### src/rtl/au_pkg.sv
// -----------------------------------------------------------------------------
// au_pkg -- shared types for the audio output path.
//   AuSampleWidth  : default bits per channel sample
//   au_stereo_t    : one stereo frame, left in the upper half
//   au_tx_state_e  : I2S transmitter FSM states
//   au_ws_for_slot : word-select level for a given bit slot (Philips I2S)
// -----------------------------------------------------------------------------
package au_pkg;

   localparam int unsigned AuSampleWidth = 16;

   typedef struct packed {
      logic signed [AuSampleWidth-1:0] left;
      logic signed [AuSampleWidth-1:0] right;
   } au_stereo_t;

   typedef enum logic {
      TX_IDLE,
      TX_RUN
   } au_tx_state_e;

   // WS goes high one slot before the right-channel MSB and drops one slot
   // before the next left MSB, so it always leads the data by one SCK.
   function automatic logic au_ws_for_slot(input int unsigned slot,
                                           input int unsigned width);
      return (slot >= width - 1) && (slot <= 2 * width - 2);
   endfunction

endpackage

### src/rtl/au_stereo_fifo.sv
// -----------------------------------------------------------------------------
// au_stereo_fifo -- synchronous FIFO of stereo frames, first-word fall-through.
//   clk_i, rst_ni : clock, synchronous active-low reset
//   push_i/data_i : write request and frame (ignored when full)
//   pop_i/data_o  : read request and current head (ignored when empty)
//   full_o/empty_o/level_o : status from the registered occupancy count
// -----------------------------------------------------------------------------
module au_stereo_fifo
   import au_pkg::*;
#(
   parameter type         elem_t = au_stereo_t,
   parameter int unsigned Depth  = 4
) (
   input  logic                         clk_i,
   input  logic                         rst_ni,
   input  logic                         push_i,
   input  elem_t                        data_i,
   input  logic                         pop_i,
   output elem_t                        data_o,
   output logic                         full_o,
   output logic                         empty_o,
   output logic [$clog2(Depth+1)-1:0]   level_o
);

   localparam int unsigned PtrW   = $clog2(Depth);
   localparam int unsigned LevelW = $clog2(Depth + 1);
   localparam logic [LevelW-1:0] FullLevel = LevelW'(Depth);

   elem_t             r_mem [Depth];
   logic [PtrW-1:0]   r_wr_ptr;
   logic [PtrW-1:0]   r_rd_ptr;
   logic [LevelW-1:0] r_level;

   logic w_push;
   logic w_pop;

   assign full_o  = (r_level == FullLevel);
   assign empty_o = (r_level == '0);
   assign level_o = r_level;
   assign data_o  = r_mem[r_rd_ptr];

   // A full FIFO refuses a push even when a pop happens in the same cycle.
   assign w_push = push_i & ~full_o;
   assign w_pop  = pop_i & ~empty_o;

   // NOTE: sequential state uses non-blocking assignments so every register
   // samples the pre-edge values, independent of statement order.
   always_ff @(posedge clk_i) begin
      if (!rst_ni) begin
         r_wr_ptr <= '0;
         r_rd_ptr <= '0;
         r_level  <= '0;
      end else begin
         // Depth is a power of two, so the pointers wrap by overflow.
         if (w_push) r_wr_ptr <= r_wr_ptr + 1'b1;
         if (w_pop)  r_rd_ptr <= r_rd_ptr + 1'b1;
         unique case ({w_push, w_pop})
            2'b10:   r_level <= r_level + 1'b1;
            2'b01:   r_level <= r_level - 1'b1;
            default: r_level <= r_level;
         endcase
      end
   end

   // NOTE: the storage array is deliberately not reset; the pointers and level
   // define which entries are valid, and a reset-free array maps to plain RAM.
   always_ff @(posedge clk_i) begin
      if (w_push) r_mem[r_wr_ptr] <= data_i;
   end

endmodule

### src/rtl/au_i2s_tx.sv
// -----------------------------------------------------------------------------
// au_i2s_tx -- Philips I2S stereo transmitter with a small frame FIFO.
//   clk_i, rst_ni      : clock, synchronous active-low reset
//   enable_i           : transmit enable (a running frame always completes)
//   sample_i, valid_i  : {left, right} frame and its valid strobe
//   ready_o            : FIFO has room (registered level only)
//   fifo_level_o       : FIFO occupancy
//   underrun_o         : one-cycle pulse when a frame starts with an empty FIFO
//   i2s_sck_o/ws_o/sd_o: bit clock, word select (0 = left), serial data
// Data and WS change together with the SCK falling edge; the receiver samples
// on the rising edge.
// -----------------------------------------------------------------------------
module au_i2s_tx
   import au_pkg::*;
#(
   parameter int unsigned DataWidth = AuSampleWidth,
   parameter int unsigned ClkDiv    = 4,
   parameter int unsigned FifoDepth = 4
) (
   input  logic                             clk_i,
   input  logic                             rst_ni,
   input  logic                             enable_i,
   input  logic [2*DataWidth-1:0]           sample_i,
   input  logic                             valid_i,
   output logic                             ready_o,
   output logic [$clog2(FifoDepth+1)-1:0]   fifo_level_o,
   output logic                             underrun_o,
   output logic                             i2s_sck_o,
   output logic                             i2s_ws_o,
   output logic                             i2s_sd_o
);

   localparam int unsigned FrameW = 2 * DataWidth;
   localparam int unsigned DivW   = $clog2(ClkDiv);
   localparam int unsigned SlotW  = $clog2(FrameW);
   localparam logic [DivW-1:0]  DivLast  = DivW'(ClkDiv - 1);
   localparam logic [SlotW-1:0] SlotLast = SlotW'(FrameW - 1);

   typedef struct packed {
      logic signed [DataWidth-1:0] left;
      logic signed [DataWidth-1:0] right;
   } stereo_t;

   au_tx_state_e      r_state;
   logic [DivW-1:0]   r_div;
   logic              r_sck;
   logic [SlotW-1:0]  r_slot;
   logic [FrameW-1:0] r_shift;
   logic              r_sd;
   logic              r_ws;
   logic              r_underrun;

   au_tx_state_e      w_state_nxt;
   logic [DivW-1:0]   w_div_nxt;
   logic              w_sck_nxt;
   logic [SlotW-1:0]  w_slot_nxt;
   logic [FrameW-1:0] w_shift_nxt;
   logic              w_sd_nxt;
   logic              w_ws_nxt;
   logic              w_underrun_nxt;
   logic              w_frame_start;
   logic              w_pop;
   logic [FrameW-1:0] w_word;

   logic              w_full;
   logic              w_empty;
   stereo_t           w_head;

   assign ready_o = ~w_full;

   au_stereo_fifo #(
      .elem_t (stereo_t),
      .Depth  (FifoDepth)
   ) u_fifo (
      .clk_i   (clk_i),
      .rst_ni  (rst_ni),
      .push_i  (valid_i & ready_o),
      .data_i  (stereo_t'(sample_i)),
      .pop_i   (w_pop),
      .data_o  (w_head),
      .full_o  (w_full),
      .empty_o (w_empty),
      .level_o (fifo_level_o)
   );

   // NOTE: every signal written here gets a default first, so no path leaves
   // it unassigned and no latch is inferred.
   always_comb begin
      w_state_nxt    = r_state;
      w_div_nxt      = r_div;
      w_sck_nxt      = r_sck;
      w_slot_nxt     = r_slot;
      w_shift_nxt    = r_shift;
      w_sd_nxt       = r_sd;
      w_ws_nxt       = r_ws;
      w_underrun_nxt = 1'b0;
      w_frame_start  = 1'b0;
      w_pop          = 1'b0;
      w_word         = '0;

      unique case (r_state)
         TX_IDLE: begin
            w_div_nxt  = '0;
            w_sck_nxt  = 1'b0;
            w_slot_nxt = '0;
            w_sd_nxt   = 1'b0;
            w_ws_nxt   = 1'b0;
            // Entering RUN counts as the first falling-edge event (slot 0).
            if (enable_i) begin
               w_state_nxt   = TX_RUN;
               w_frame_start = 1'b1;
            end
         end
         TX_RUN: begin
            if (r_div == DivLast) begin
               w_div_nxt = '0;
               w_sck_nxt = ~r_sck;
               if (r_sck) begin
                  // Falling-edge event: move to the next slot.
                  if (r_slot == SlotLast) begin
                     w_slot_nxt = '0;
                     if (enable_i) begin
                        w_frame_start = 1'b1;
                     end else begin
                        // Stop at the frame boundary; the FIFO head stays put.
                        w_state_nxt = TX_IDLE;
                        w_sd_nxt    = 1'b0;
                        w_ws_nxt    = 1'b0;
                     end
                  end else begin
                     w_slot_nxt  = r_slot + 1'b1;
                     w_sd_nxt    = r_shift[FrameW-1];
                     w_shift_nxt = {r_shift[FrameW-2:0], 1'b0};
                     w_ws_nxt    = au_ws_for_slot(32'(w_slot_nxt), DataWidth);
                  end
               end
            end else begin
               w_div_nxt = r_div + 1'b1;
            end
         end
      endcase

      // Slot 0: load the next frame, or zeros with an underrun pulse.
      if (w_frame_start) begin
         w_pop          = ~w_empty;
         w_underrun_nxt = w_empty;
         if (!w_empty) w_word = w_head;
         w_slot_nxt     = '0;
         w_sd_nxt       = w_word[FrameW-1];
         w_shift_nxt    = {w_word[FrameW-2:0], 1'b0};
         w_ws_nxt       = au_ws_for_slot(32'd0, DataWidth);
      end
   end

   always_ff @(posedge clk_i) begin
      if (!rst_ni) begin
         r_state    <= TX_IDLE;
         r_div      <= '0;
         r_sck      <= 1'b0;
         r_slot     <= '0;
         r_shift    <= '0;
         r_sd       <= 1'b0;
         r_ws       <= 1'b0;
         r_underrun <= 1'b0;
      end else begin
         r_state    <= w_state_nxt;
         r_div      <= w_div_nxt;
         r_sck      <= w_sck_nxt;
         r_slot     <= w_slot_nxt;
         r_shift    <= w_shift_nxt;
         r_sd       <= w_sd_nxt;
         r_ws       <= w_ws_nxt;
         r_underrun <= w_underrun_nxt;
      end
   end

   assign i2s_sck_o  = r_sck;
   assign i2s_ws_o   = r_ws;
   assign i2s_sd_o   = r_sd;
   assign underrun_o = r_underrun;

endmodule

### config.mk
export PLATFORM = sky130hd
export DESIGN_NAME = au_i2s_tx
export DESIGN_NICKNAME = d
export VERILOG_FILES = /design/src/rtl/au_pkg.sv /design/src/rtl/au_stereo_fifo.sv /design/src/rtl/au_i2s_tx.sv
export SDC_FILE = /design/constraint.sdc
export NUM_CORES = 1
export LEC_CHECK = 0
export CAP_MARGIN = 30
export CORE_AREA = 4 4 109 163
export CTS_CLUSTER_SIZE = 40
export DETAILED_ROUTE_END_ITERATION = 8
export DIE_AREA = 0 0 113 167
export PLACE_DENSITY = 0.77
export REMOVE_ABC_BUFFERS = 1
export SLEW_MARGIN = 20
export SYNTH_ARGS = -nofsm -noshare
export SYNTH_HDL_FRONTEND = slang
export SYNTH_SLANG_ARGS = --single-unit
### constraint.sdc
create_clock -name clk_i -period 3.2 [get_ports clk_i]
set_input_delay 0.32 -clock clk_i [delete_from_list [all_inputs] [get_ports clk_i]]
set_output_delay 0.32 -clock clk_i [all_outputs]
set_load 0.05 [all_outputs]
==> out/summary.txt <==
first-pass GRT wire length -> 21700 um
CTS tree -> done
yosys warns -> 0
clock sink count -> 180
count leader, synth -> edfxtp_1
initial antenna violation count -> 0
mux cell area share after synthesis -> 10.4%
Reg clk slew, reported paths -> 0.07 ns
FF/Latch Area -> 4890 um2
area leader, netlist -> edfxtp_1
Multi-input gate area -> 2190 um2
IR drop worst, VDD -> 373 uV
Area Growth Syn to Fin -> 17.9%
placer congestion estimate -> 0.786
Synth Area in Simple Gates -> 3.56%
hold-fix buffer count after cts -> 0
largest net degree at the start of global routing -> 62
Diodes inserted -> 0
antenna-violating nets left -> 0
cts bufs inserted -> 17
cell area after synthesis -> 7240 um2
post-synthesis compound-gate area fraction -> 13.2%
Worst Path Max Fanout -> 8
I/O Pins -> 44
Final Max Tran Viols -> 0
Hold Path Cell Cnt -> 1
total track usage -> 14.6%
Critical Path AT -> 3.28 ns
Final setup viols -> 0
die height -> 167 um
Initial DRC Count -> 219
Setup Crit Path Kind -> reg -> reg
largest family of logic cells by synthesized area -> compound AO/OA/AOI/OAI gates
status -> finished clean
vias in the first global route -> 4265
H-tree depth -> 4
number of synthesized flops with an enable pin -> 128
gr ovfl total -> 0
path depth of the worst reg2reg path -> 11
clk buf depth -> 2
Power Density -> 683 nW/um2
DRT Pass-1 Iters -> 4
worst-skew pair later-pin latency -> 0.42 ns
area share of fa/ha/maj cells after synthesis -> 2.00%
WL/cell -> 18.7 um
share of layout cells above drive strength 1 -> 28.3%
core area -> 16200 um2
final instance area -> 8540 um2
main area contributors after synthesis -> edfxtp_1 (53%), dfxtp_1 (14%), mux4_2 (10%), a22oi_2 (4.8%), a21oi_2 (3.5%)
# nets final -> 525
total of max-cap violations -> 0
Hold Crit Class -> reg -> reg
fmax -> 0.341 GHz
top cell type's share of synthesized area -> 53.1%
IO buf count -> 43
CP Data Required Time -> 3.55 ns
Async S/R FF share, synth -> 0%
DRC Markers -> 0
XOR/XNOR Fraction of Synth Area -> 0.847%
Final Non-Filler Cells -> 697
CP Capture Type -> flip-flop
detailed-route wire length -> 13000 um
CP startpoint kind -> flip-flop
Final period util -> 91.6%
cell count after synthesis -> 433
Initial Util -> 44.7%
clock period minus worst slack -> 2.93 ns
Fill cells -> 1230
Yosys reg bits -> 180
Placed Area -> 7930 um2
number of vias per cell -> 5.56
pre-CTS WS -> 0.199 ns
Primary FF master, synth -> edfxtp_1
Detailed Place HPWL -> 7950 um
sequential area share after synthesis -> 67.5%
setup repair after global routing missed its margin -> false
Leak -> 2.70 nW
row count -> 57
Synth cell types -> 44
dpl cells -> 665
most frequent cells after synthesis -> edfxtp_1 (128), dfxtp_1 (52), o21ai_0 (35), mux4_2 (32), a21oi_2 (29)
clock skew -> 0.00855 ns
DIE WIDTH -> 113 um
die area -> 18900 um2
worst hold slack -> 0.430 ns
via count -> 3873
final hold vios -> 0
setup_tns -> 0 ns
slew margin rel. -> 56.5%
syn avg cell area -> 16.7 um2
Worst-Margin Slew -> 0.652 ns
CTS Root Cell -> clkbuf_16
fin worst setup slack -> 0.269 ns
## worst max-delay path, cell delays in order, from the launching register on
cell	delay, ns
dfxtp_1	0.47
ha_2	0.29
and3_1	0.18
ha_2	0.27
nand3_2	0.13
a211oi_4	0.28
ha_1	0.21
inv_1	0.06
fa_1	0.37
xor2_1	0.15
or3_1	0.29
a21boi_0	0.16
## routing by layer
layer,up-vias,GRT usage (%),share of wire (%)
met3,17,3.63,3.7
li1,1795,-,-
met1,1975,16.4,39
met2,86,26.5,55
met5,-,0,0
met4,0,5.39,1.6
## final cells by class
| type | count | share of cell area, % |
|---|---|---|
| Sequential cell | 180 | 57.2 |
| Multi-Input combinational cell | 215 | 25.7 |
| Timing Repair Buffer | 53 | 6.51 |
| Clock buffer | 19 | 5.07 |
| Tap cell | 206 | 3.02 |
| Clock inverter | 13 | 1.99 |
| Inverter | 11 | 0.484 |
## layout by cell type (no fill, tap or decap), types with 3 or more instances in the layout
cell type        synthesis  routed
inv_6                    0       5
ha_1                    10       8
xnor2_1                  5       5
clkbuf_16                0      17
nand2b_1                 4       4
and3_1                   6       6
nand2_1                 10      10
clkinv_4                 0       3
clkdlybuf4s50_1          0      43
a21oi_1                  6       6
a22oi_2                 28      28
buf_12                   0       4
buf_4                    3       6
nor3_1                   6       6
a22oi_1                  4       4
nor2_1                   6       5
a21boi_1                 3       3
mux4_2                  32      32
and2_1                   6       6
a21oi_2                 29      28
edfxtp_1               128     128
mux2i_1                  3       3
inv_1                    9       9
dfxtp_1                 52      50
bufinv_16                0       3
o21ai_0                 35      35
## state kept, by name (all words and copies together), names as in the netlist, named ones only
register         flops
r_shift             31
i2s_ws_o             1
i2s_sd_o             1
i2s_sck_o            1
u_fifo.r_mem       128
r_div                2
u_fifo.level_o       3
u_fifo.r_rd_ptr      2
underrun_o           1
u_fifo.r_wr_ptr      2
r_state              1
r_slot               5
## timing repair
action	CTS	global route
setup buffers	0	0
hold endpoints to repair	0	0
gates resized for setup	0	3
endpoints found under the setup margin	0	1
## through the flow
stage	util, %	total power [W]
floorplan	-	0.00347
global placement	49.0	0.00374
detailed placement	49.0	0.00378
CTS	52.7	0.00588
global route	52.7	0.00608
finish	52.7	0.00583
## report_power, final
part           internal [W]  total [W]  switching (W)
registers           0.00270    0.00280       0.000106
clock network       0.00124    0.00211       0.000869
logic              0.000417   0.000915       0.000497
## kinds of logic (layout without fill, tap and decap cells)
family | Yosys count | count (layout)
muxes | 35 | 35
AOI/OAI and AO/OA | 115 | 115
buffers and inverters | 38 | 96
DFF | 180 | 180
and+or+nand+nor | 47 | 47
xor gates and xnor gates | 7 | 7
adders and majority gates | 11 | 11
## worst paths after layout
check	start	to	slack, ns
setup / recovery	r_slot[1]	u_fifo.level_o[2]	0.27
hold / removal	r_div[0]	r_div[0]	0.43
setup reg to reg	r_slot[1]	u_fifo.level_o[2]	0.27
hold reg to reg	r_div[0]	r_div[0]	0.43
Note: power is estimated with default switching activity, not from simulation.
